==> src/rtl/pfd_pkg.sv <==
// Shared types and constants for the phase-frequency detector / TDC.
// No logic; no latency; no flow control.
// Compile-time only: state encoding, default width, saturation helper.
package pfd_pkg;

  typedef enum logic [1:0] {
    IDLE     = 2'd0,
    LEAD_REF = 2'd1,
    LEAD_FB  = 2'd2
  } pfd_state_e;

  localparam int CNT_W_DEF = 8;

  // Largest positive value of a w-bit two's-complement word.
  function automatic int sat_limit(input int w);
    return (1 << (w - 1)) - 1;
  endfunction

endpackage

==> src/rtl/edge_sync.sv <==
// Two-flop synchronizer with previous-value register and rising-edge strobe.
// Latency: strobe is high in the cycle after the second flop captures the new level.
// No backpressure; runs every cycle regardless of detector enable.
module edge_sync (
  input  logic clk,
  input  logic reset,
  input  logic d_in,
  output logic rise
);

  logic s1_q, s1_d;
  logic s2_q, s2_d;
  logic prev_q, prev_d;

  always_comb begin
    s1_d   = d_in;
    s2_d   = s1_q;
    prev_d = s2_q;
  end

  always_ff @(posedge clk) begin
    if (!reset) begin
      s1_q   <= 1'b0;
      s2_q   <= 1'b0;
      prev_q <= 1'b0;
    end else begin
      s1_q   <= s1_d;
      s2_q   <= s2_d;
      prev_q <= prev_d;
    end
  end

  assign rise = s2_q & ~prev_q;

endmodule

==> src/rtl/pfd_tdc.sv <==
// Phase-frequency detector with lead-time counter; optional lock detect under PFD_LOCK_DET_EN.
// Latency: up/dn on the 3rd clk edge after an input is first sampled high; err_valid one cycle after the lagging edge.
// No backpressure: err/err_valid is a one-cycle strobe the loop filter must take.
module pfd_tdc
  import pfd_pkg::*;
#(
  parameter int CNT_W    = CNT_W_DEF
`ifdef PFD_LOCK_DET_EN
  ,
  parameter int LOCK_TOL = 2,
  parameter int LOCK_CNT = 8
`endif
) (
  input  logic                    clk,
  input  logic                    reset,
  input  logic                    enable,
  input  logic                    ref_in,
  input  logic                    fb_in,
  output logic                    up,
  output logic                    dn,
  output logic signed [CNT_W-1:0] err,
  output logic                    err_valid,
  output logic                    lock
);

  localparam logic [CNT_W-1:0] CNT_MAX = CNT_W'(sat_limit(CNT_W));

  logic ref_e, fb_e;

  edge_sync u_ref_sync (.clk(clk), .reset(reset), .d_in(ref_in), .rise(ref_e));
  edge_sync u_fb_sync  (.clk(clk), .reset(reset), .d_in(fb_in),  .rise(fb_e));

  pfd_state_e              state_q, state_d;
  logic [CNT_W-1:0]        cnt_q, cnt_d;
  logic signed [CNT_W-1:0] err_q, err_d;
  logic                    err_valid_q, err_valid_d;
  logic                    up_q, up_d;
  logic                    dn_q, dn_d;

  always_comb begin
    state_d     = state_q;
    cnt_d       = cnt_q;
    err_d       = err_q;
    err_valid_d = 1'b0;
    if (!enable) begin
      state_d = IDLE;
      cnt_d   = '0;
    end else begin
      case (state_q)
        IDLE: begin
          if (ref_e && fb_e) begin
            err_d       = '0;
            err_valid_d = 1'b1;
          end else if (ref_e) begin
            state_d = LEAD_REF;
            cnt_d   = CNT_W'(1);
          end else if (fb_e) begin
            state_d = LEAD_FB;
            cnt_d   = CNT_W'(1);
          end
        end
        LEAD_REF: begin
          if (fb_e) begin
            err_d       = cnt_q;
            err_valid_d = 1'b1;
            if (ref_e) begin
              cnt_d = CNT_W'(1);
            end else begin
              state_d = IDLE;
              cnt_d   = '0;
            end
          end else if (ref_e) begin
            cnt_d = CNT_W'(1);  // cycle slip: restart from the newer edge
          end else if (cnt_q != CNT_MAX) begin
            cnt_d = cnt_q + 1'b1;
          end
        end
        LEAD_FB: begin
          if (ref_e) begin
            err_d       = -cnt_q;
            err_valid_d = 1'b1;
            if (fb_e) begin
              cnt_d = CNT_W'(1);
            end else begin
              state_d = IDLE;
              cnt_d   = '0;
            end
          end else if (fb_e) begin
            cnt_d = CNT_W'(1);
          end else if (cnt_q != CNT_MAX) begin
            cnt_d = cnt_q + 1'b1;
          end
        end
        default: begin
          state_d = IDLE;
          cnt_d   = '0;
        end
      endcase
    end
    up_d = (state_d == LEAD_REF);
    dn_d = (state_d == LEAD_FB);
  end

  always_ff @(posedge clk) begin
    if (!reset) begin
      state_q     <= IDLE;
      cnt_q       <= '0;
      err_q       <= '0;
      err_valid_q <= 1'b0;
      up_q        <= 1'b0;
      dn_q        <= 1'b0;
    end else begin
      state_q     <= state_d;
      cnt_q       <= cnt_d;
      err_q       <= err_d;
      err_valid_q <= err_valid_d;
      up_q        <= up_d;
      dn_q        <= dn_d;
    end
  end

  assign up        = up_q;
  assign dn        = dn_q;
  assign err       = err_q;
  assign err_valid = err_valid_q;

`ifdef PFD_LOCK_DET_EN
  localparam int LW = $clog2(LOCK_CNT + 1);

  logic [LW-1:0]    lcnt_q, lcnt_d;
  logic             lock_q, lock_d;
  logic [CNT_W-1:0] err_abs;
  logic             in_tol;

  // Judged on the registered strobe, so lock moves the cycle after err_valid.
  always_comb begin
    err_abs = err_q[CNT_W-1] ? -err_q : err_q;
    in_tol  = (err_abs <= CNT_W'(LOCK_TOL));
    lcnt_d  = lcnt_q;
    lock_d  = lock_q;
    if (!enable) begin
      lcnt_d = '0;
    end else if (err_valid_q) begin
      if (!in_tol) begin
        lcnt_d = '0;
      end else if (lcnt_q != LW'(LOCK_CNT)) begin
        lcnt_d = lcnt_q + 1'b1;
      end
      lock_d = (lcnt_d == LW'(LOCK_CNT));
    end
  end

  always_ff @(posedge clk) begin
    if (!reset) begin
      lcnt_q <= '0;
      lock_q <= 1'b0;
    end else begin
      lcnt_q <= lcnt_d;
      lock_q <= lock_d;
    end
  end

  assign lock = lock_q;
`else
  assign lock = 1'b0;
`endif

endmodule

==> config.mk <==
export PLATFORM = sky130hd
export DESIGN_NAME = pfd_tdc
export DESIGN_NICKNAME = d
export VERILOG_FILES = /design/src/rtl/pfd_pkg.sv /design/src/rtl/edge_sync.sv /design/src/rtl/pfd_tdc.sv
export SDC_FILE = /design/constraint.sdc
export NUM_CORES = 1
export LEC_CHECK = 0
export ABC_AREA = 1
export ABC_CLOCK_PERIOD_IN_PS = 1900
export BUFFER_PORTS_ARGS = -buffer_cell sky130_fd_sc_hd__buf_2
export CAP_MARGIN = 20
export CORE_ASPECT_RATIO = 1.2
export CORE_MARGIN = 2
export CORE_UTILIZATION = 46
export CTS_CLUSTER_SIZE = 10
export DETAILED_ROUTE_END_ITERATION = 10
export PLACE_DENSITY = 0.65
export RECOVER_POWER = 25
export SETUP_SLACK_MARGIN = 0.5
export SYNTH_ARGS = -nofsm -noshare
export SYNTH_HDL_FRONTEND = slang
export SYNTH_HIERARCHICAL = 1
export SYNTH_SLANG_ARGS = --single-unit
==> constraint.sdc <==
create_clock -name clk -period 1.9 [get_ports clk]
set_input_delay 0.095 -clock clk [delete_from_list [all_inputs] [get_ports clk]]
set_output_delay 0.095 -clock clk [all_outputs]
set_load 0.005 [all_outputs]
# [Word-level counts from Yosys, hierarchy flattened]
# Index checks and enable logic that the tools add are counted.
[classes] n_addsub=2 n_eq_ne=10 muxes=28 bitwise_logic=4 reduce_logical=6
[ops] op="two-way mux 8 bit" count=11
[ops] op="one-hot mux 8 bit (3 select lines)" count=2
[ops] op="two-way mux 2 bit" count=8
[ops] op="adder 8 x 1 -> 8 bit, second input constant" count=1
[ops] op="!= test 2 bit, second input constant" count=4
[ops] op="!= test 8 x 7 -> 1 bit, second input constant" count=1
[ops] op="negation 8 bit" count=1
[ops] op="one-hot mux 2 bit (3 select lines)" count=1
[ops] op="two-way mux 1 bit" count=5
[ops] op="AND reduction 5 bit" count=1
[ops] op="equality test 2 x 1 -> 1 bit, second input constant" count=2
[ops] op="equality test 2 bit, second input constant" count=2
[ops] op="AND reduction 2 bit" count=2
[ops] op="!= test 3 bit, second input constant" count=1
[ops] op="one-hot mux 1 bit (3 select lines)" count=1
[ops] op="nonzero test 3 bit" count=1
[ops] op="AND 1 bit" count=2
[ops] op="zero test 2 bit" count=1
[ops] op="NOT 1 bit" count=2
[ops] op="logical AND 1 bit" count=1
[word_totals] reg_bits=27 input_bits=5 out_inout_bits=12 elab_cells=62

# [Depth between registers and ports, before layout]
[depth] ltp_word=8 depth_mapped=11 mapped_depth_nobuf=11

# [Modules after synthesis]
# The synthesis kept the hierarchy.
[modules_own_cells] mod="pfd_tdc" instances=1 cells_each=209 area_per_inst_um2=1325.0 seq_area_each_um2=420.4
[modules_own_cells] mod="edge_sync" instances=2 cells_each=11 area_per_inst_um2=92.6 seq_area_each_um2=60.1

# [Worst setup path before layout]
# OpenSTA, ideal clock, no wires.
[synth_path] kind="flip-flop to flip-flop" from="register state_q[1]" to="register err_q[0], in the netlist err[0]" setup_time_ns=0.123 t_arrival_ns=1.266 required_ns=1.777 setup_slack_ns=0.511 path_stages_with_launch=9 n_path_buf=0 period_less_slack_ns=1.389 cell_sequence="dfxtp_1 > inv_1 > ha_1 > inv_2 > nor2_1 > nor2_1 > nand3_1 > nand2_1 > a21oi_1"
[synth_between] elab_chain_cells=3 elab_cells_between_ends=9 cone_classes="eq/ne: 5; mux: 1; reduce/logical: 3"
[synth_rtl] element="start: declaration" line_no="pfd_tdc.sv:33" source="pfd_state_e state_q, state_d;"
[synth_rtl] element="start signal: assignment" line_no="pfd_tdc.sv:113" source="state_q <= state_d;"
[synth_rtl] element="equality test 2 x 1 -> 1 bit, or another cell as far along" line_no="pfd_tdc.sv:49" source="case (state_q)"
[synth_rtl] element="!= test 2 bit (no source line) / nonzero test 3 bit (equally long branches)"
[synth_rtl] element="AND reduction 5 bit (no source line)"
[synth_rtl] element="end signal: assignment" line_no="pfd_tdc.sv:115" source="err_q <= err_d;"
[synth_rtl] element="end: declaration" line_no="pfd_tdc.sv:35" source="logic signed [CNT_W-1:0] err_q, err_d;"
# Several ways; a longest one is shown, not always the timed one.
# A chain may end at the register's enable or synchronous reset.

# [Final worst setup path]
[layout_path] from="register u_fb_sync.s2_q, in the netlist u_fb_sync/prev_d" to="register up_q, in the netlist up"
[layout_between] elab_chain_cells=7 elab_cells_between_ends=11 cone_classes="eq/ne: 1; mux: 8; bitwise: 1; reduce/logical: 1"
[layout_rtl] element="start: declaration" line_no="edge_sync.sv:12" source="logic s2_q, s2_d;"
[layout_rtl] element="start signal: assignment" line_no="edge_sync.sv:24" source="s2_q <= 1'b0;"
[layout_rtl] element="start signal: assignment" line_no="edge_sync.sv:28" source="s2_q <= s2_d;"
[layout_rtl] element="AND 1 bit (*)" line_no="edge_sync.sv:33" source="assign rise = s2_q & ~prev_q;"
[layout_rtl] element="named net fb_e" line_no="pfd_tdc.sv:28" source="logic ref_e, fb_e;"
[layout_rtl] element="two-way mux 2 bit" line_no="pfd_tdc.sv:57" source="end else if (fb_e) begin"
[layout_rtl] element="two-way mux 2 bit" line_no="pfd_tdc.sv:54" source="end else if (ref_e) begin"
[layout_rtl] element="two-way mux 2 bit" line_no="pfd_tdc.sv:51" source="if (ref_e && fb_e) begin"
[layout_rtl] element="one-hot mux 2 bit (3 select lines) (*)" line_no="pfd_tdc.sv:49"
[layout_rtl] element="two-way mux 2 bit (*)" line_no="pfd_tdc.sv:45" source="if (!enable) begin"
[layout_rtl] element="equality test 2 x 1 -> 1 bit (*)" line_no="pfd_tdc.sv:100" source="up_d = (state_d == LEAD_REF);"
[layout_rtl] element="end signal: assignment" line_no="pfd_tdc.sv:117" source="up_q <= up_d;"
[layout_rtl] element="end: declaration" line_no="pfd_tdc.sv:37" source="logic up_q, up_d;"
# The timed path passes the listed nets; every way through them passes the cells marked *.

==> metrics.log <==
INFO  metric numPortBuffers = 15
INFO  metric hold_class = input pin to register
INFO  metric worst-path-buf-inv = 2
INFO  metric grt_setup_unrepaired = yes
INFO  metric postSynth.asyncResetShare = 0
INFO  metric cts_sinks = 27
INFO  metric end_of_the_worst_register_to_register_path = up$_SDFF_PN0_
INFO  metric cp-end-kind = register
INFO  metric syn_area_per_cell = 6.54 um2
INFO  metric die_area = 0.00376 mm2
INFO  metric antenna_left = 0
INFO  metric critical_path_peak_fanout = 5
INFO  metric die-width = about 56 um
INFO  metric pwr_density_cell = roughly 480 mW/mm2
INFO  metric synth_flop_cell = sky130_fd_sc_hd__dfxtp_1
INFO  metric synth-seq-area-share = 0.358
INFO  metric crit_path_top_delay_cell = sky130_fd_sc_hd__dfxtp_1
INFO  metric postSynthNetCount = 242
INFO  metric setup-tns-final = 0 ps
INFO  metric final_layout_size_suffix_gt1_frac = 0.404
INFO  metric std_cell_rows = 22
INFO  metric worst_ir_drop_vdd = 0.469 mV
INFO  metric timing.critical_path.cells = inv_2 -> nor2_4 -> inv_2 -> nand2_2 -> nand2_2 -> nand2_4 -> a21oi_4 -> o21ai_2 -> nand2_1 -> nor2_1
INFO  metric synth.distinct_cells = 24
INFO  metric worst_r2r_path_depth = 10
INFO  metric globalRouteTotalUtil = 0.199
INFO  metric final_nets = ~280
INFO  metric mappedNetlistArea = roughly 0.0015 mm2
INFO  metric drt_first_pass_iters = 5
INFO  metric maxSlewViolCount = 0
INFO  metric multi_input_comb_area = 0.00108 mm2
INFO  metric ff2ff_setup_slack = 480 ps
INFO  metric status = completed
INFO  metric setup_viol = 0
INFO  metric min_period_over_period = 0.749
INFO  metric total_leakage_power = around 0.96 nW
INFO  metric first_global_vias = roughly 1400
INFO  metric fmaxAchievable = 703 MHz
INFO  metric synth_largest_type_area_fraction = 0.358
INFO  metric worst_path_largest_cell_delay = approximately 370 ps
INFO  metric top_cells_by_instance_count_after_synthesis = sky130_fd_sc_hd__nand2_1, sky130_fd_sc_hd__dfxtp_1, sky130_fd_sc_hd__inv_1
INFO  metric netlist_top_cells_area = sky130_fd_sc_hd__dfxtp_1, sky130_fd_sc_hd__nand2_1, sky130_fd_sc_hd__inv_1
INFO  metric grt_start_max_net_pins = 16
INFO  metric hold_slack = 28.8 ps
INFO  metric drt_iter0_markers = 42
INFO  metric holdPathStages = 3
INFO  metric cap_violations = 0
INFO  metric detail_route.vias_per_cell = between 5 and 6
INFO  metric worst-endpoint-required = 2180 ps
INFO  metric finalHoldViolCount = 0
INFO  metric netlist_instances = ~230
INFO  metric place_congestion = between 0.8 and 0.9
INFO  metric synth-edff-count = 0
INFO  metric floorplan.initialDensity = 0.486
INFO  metric yosysWarningCount = 6
INFO  metric number_of_antenna_violations_at_the_first_check_in_global_routing = 0
INFO  metric io-pin-count = 17
INFO  metric tritoncts = done
INFO  metric clock_skew = 5.79 ps
INFO  metric total_via_count_in_the_routed_design = roughly 1600
INFO  metric synth_largest_area_cell = sky130_fd_sc_hd__dfxtp_1
INFO  metric worstPathArrival = around 1700 ps
INFO  metric worst-setup-path-type = register to register
INFO  metric synthToLayoutAreaGrowth = 38.7%
INFO  metric cpLargestDelayFamily = simple AND/OR/NAND/NOR gates
INFO  metric grt_pass1_wl = ~6000 um
INFO  metric holdPathEnd = u_fb_sync/s1_q$_SDFF_PN0_
INFO  metric worstReg2RegStart = u_fb_sync/prev_d$_SDFF_PN0_
INFO  metric synthesized_flop_and_latch_total = 27
INFO  metric cts_root_buf = sky130_fd_sc_hd__clkbuf_4
INFO  metric cts_max_path_buffers = 2
INFO  metric cts_max_level = 1
INFO  metric ff_latch_area = approximately 560 um2
INFO  metric synth_most_common_cell = sky130_fd_sc_hd__nand2_1
INFO  metric path_clk_slew = roughly 150 ps
INFO  metric postRouteWirelength = around 4300 um
INFO  metric nFillCells = approximately 270
INFO  metric detailedPlacementHpwl = 2530 um
INFO  metric drc = 0
INFO  metric design.core.area = 0.00311 mm2
INFO  metric die-height = between 60 and 70 um
INFO  metric cts_made_buffers = 3
INFO  metric n_antenna_cell = 0
INFO  metric critPathLaunchType = register
INFO  metric wire_per_inst = between 10 and 15 um
INFO  metric launch_point_of_the_worst_hold_path = reset
INFO  metric fin_crit = roughly 1400 ps
INFO  metric grt_overflow = 0
INFO  metric clock_latency = approximately 330 ps
[layout make-up]
| class | instances | share of cell area |
|---|---|---|
| multi-input cells | 167 | 0.514 |
| flip-flops and latches | 27 | 0.267 |
| repair buffers | 35 | 0.118 |
| inverters | 34 | 0.0657 |
| well taps | 36 | 0.0215 |
| clock buffers | 3 | 0.0108 |
| clock inverters | 1 | 0.00239 |
[per-layer routing]
metal,GRT usage,vias up,wire length [um]
met2,0.366,47,2320
met3,0.0214,10,152
li1,-,811,-
met1,0.229,774,1720
met5,0,-,0
met4,0.0923,0,74
[what timing repair did]
| item | CTS | global route |
|---|---|---|
| hold buffers | 2 | 0 |
| endpoints found under the hold margin | 2 | 0 |
| buffers inserted | 4 | 13 |
| setup endpoints to repair | 19 | 20 |
| gates cloned | 0 | 0 |
| resized for setup | 20 | 67 |
| pin swaps | 6 | 19 |
[worst min-delay path: stages]
cell	delay, ps
sky130_fd_sc_hd__buf_2	140
sky130_fd_sc_hd__nand2_1	60
sky130_fd_sc_hd__inv_1	30
[worst max-delay path by stage]
stage                                to                         from  cells past startpoint
global route              up$_SDFF_PN0_  u_fb_sync/prev_d$_SDFF_PN0_                     10
detailed placement  err[1]$_SDFFE_PN0P_        state_q[1]$_SDFF_PN0_                      8
global placement    err[2]$_SDFFE_PN0P_        state_q[1]$_SDFF_PN0_                      8
CTS                 err[0]$_SDFFE_PN0P_        state_q[1]$_SDFF_PN0_                      9
finish                    up$_SDFF_PN0_  u_fb_sync/prev_d$_SDFF_PN0_                     10
floorplan           err[0]$_SDFFE_PN0P_        state_q[1]$_SDFF_PN0_                      8
[cells in the final DEF (no fill, tap or decap), drive strengths merged, types with 2 or more instances in the layout]
cell type,n
nand2,76
dfxtp,27
buf,32
clkbuf,4
dlygate4sd3,2
a21oi,15
nor2,25
nand3,17
o21ai,14
nor3,2
nand4,6
inv,34
o22ai,3
ha,6
[stage by stage]
step                      power (mW)   util  setup WS [ps]  cells  area [um2]
final                           1.00  0.673            478    303        2090
after global routing            1.04  0.673            353    303        2090
after floorplan                0.669      -            511    231        1510
after CTS                      0.959  0.568            480    290        1770
after global placement         0.694  0.521            204    280        1620
after detailed placement       0.694  0.521            203    280        1620
[cell families after synthesis]
group,after synthesis,share of synthesized area
compound gates,33,0.116
simple gates,127,0.378
flops,27,0.358
fa+ha+maj,6,0.0497
buf+inv,37,0.0961
other cells,1,0.00248
[power breakdown]
group	switching [mW]	leakage (nW)	internal (mW)	total, mW
combinational	0.0959	0.722	0.0659	0.162
sequential	0.00820	0.224	0.573	0.581
clock	0.179	0.0177	0.0791	0.258
total	0.283	0.964	0.718	1.00
[flip-flops by register name, summed over array words and instances, names as in the netlist]
register,cells
up,1
state_q,2
dn,1
u_fb_sync/s1_q,1
u_fb_sync/prev_d,1
u_fb_sync/prev_q,1
cnt_q,8
u_ref_sync/prev_d,1
u_ref_sync/s1_q,1
err_valid,1
err,8
u_ref_sync/prev_q,1
(Power assumes the default switching activity.)
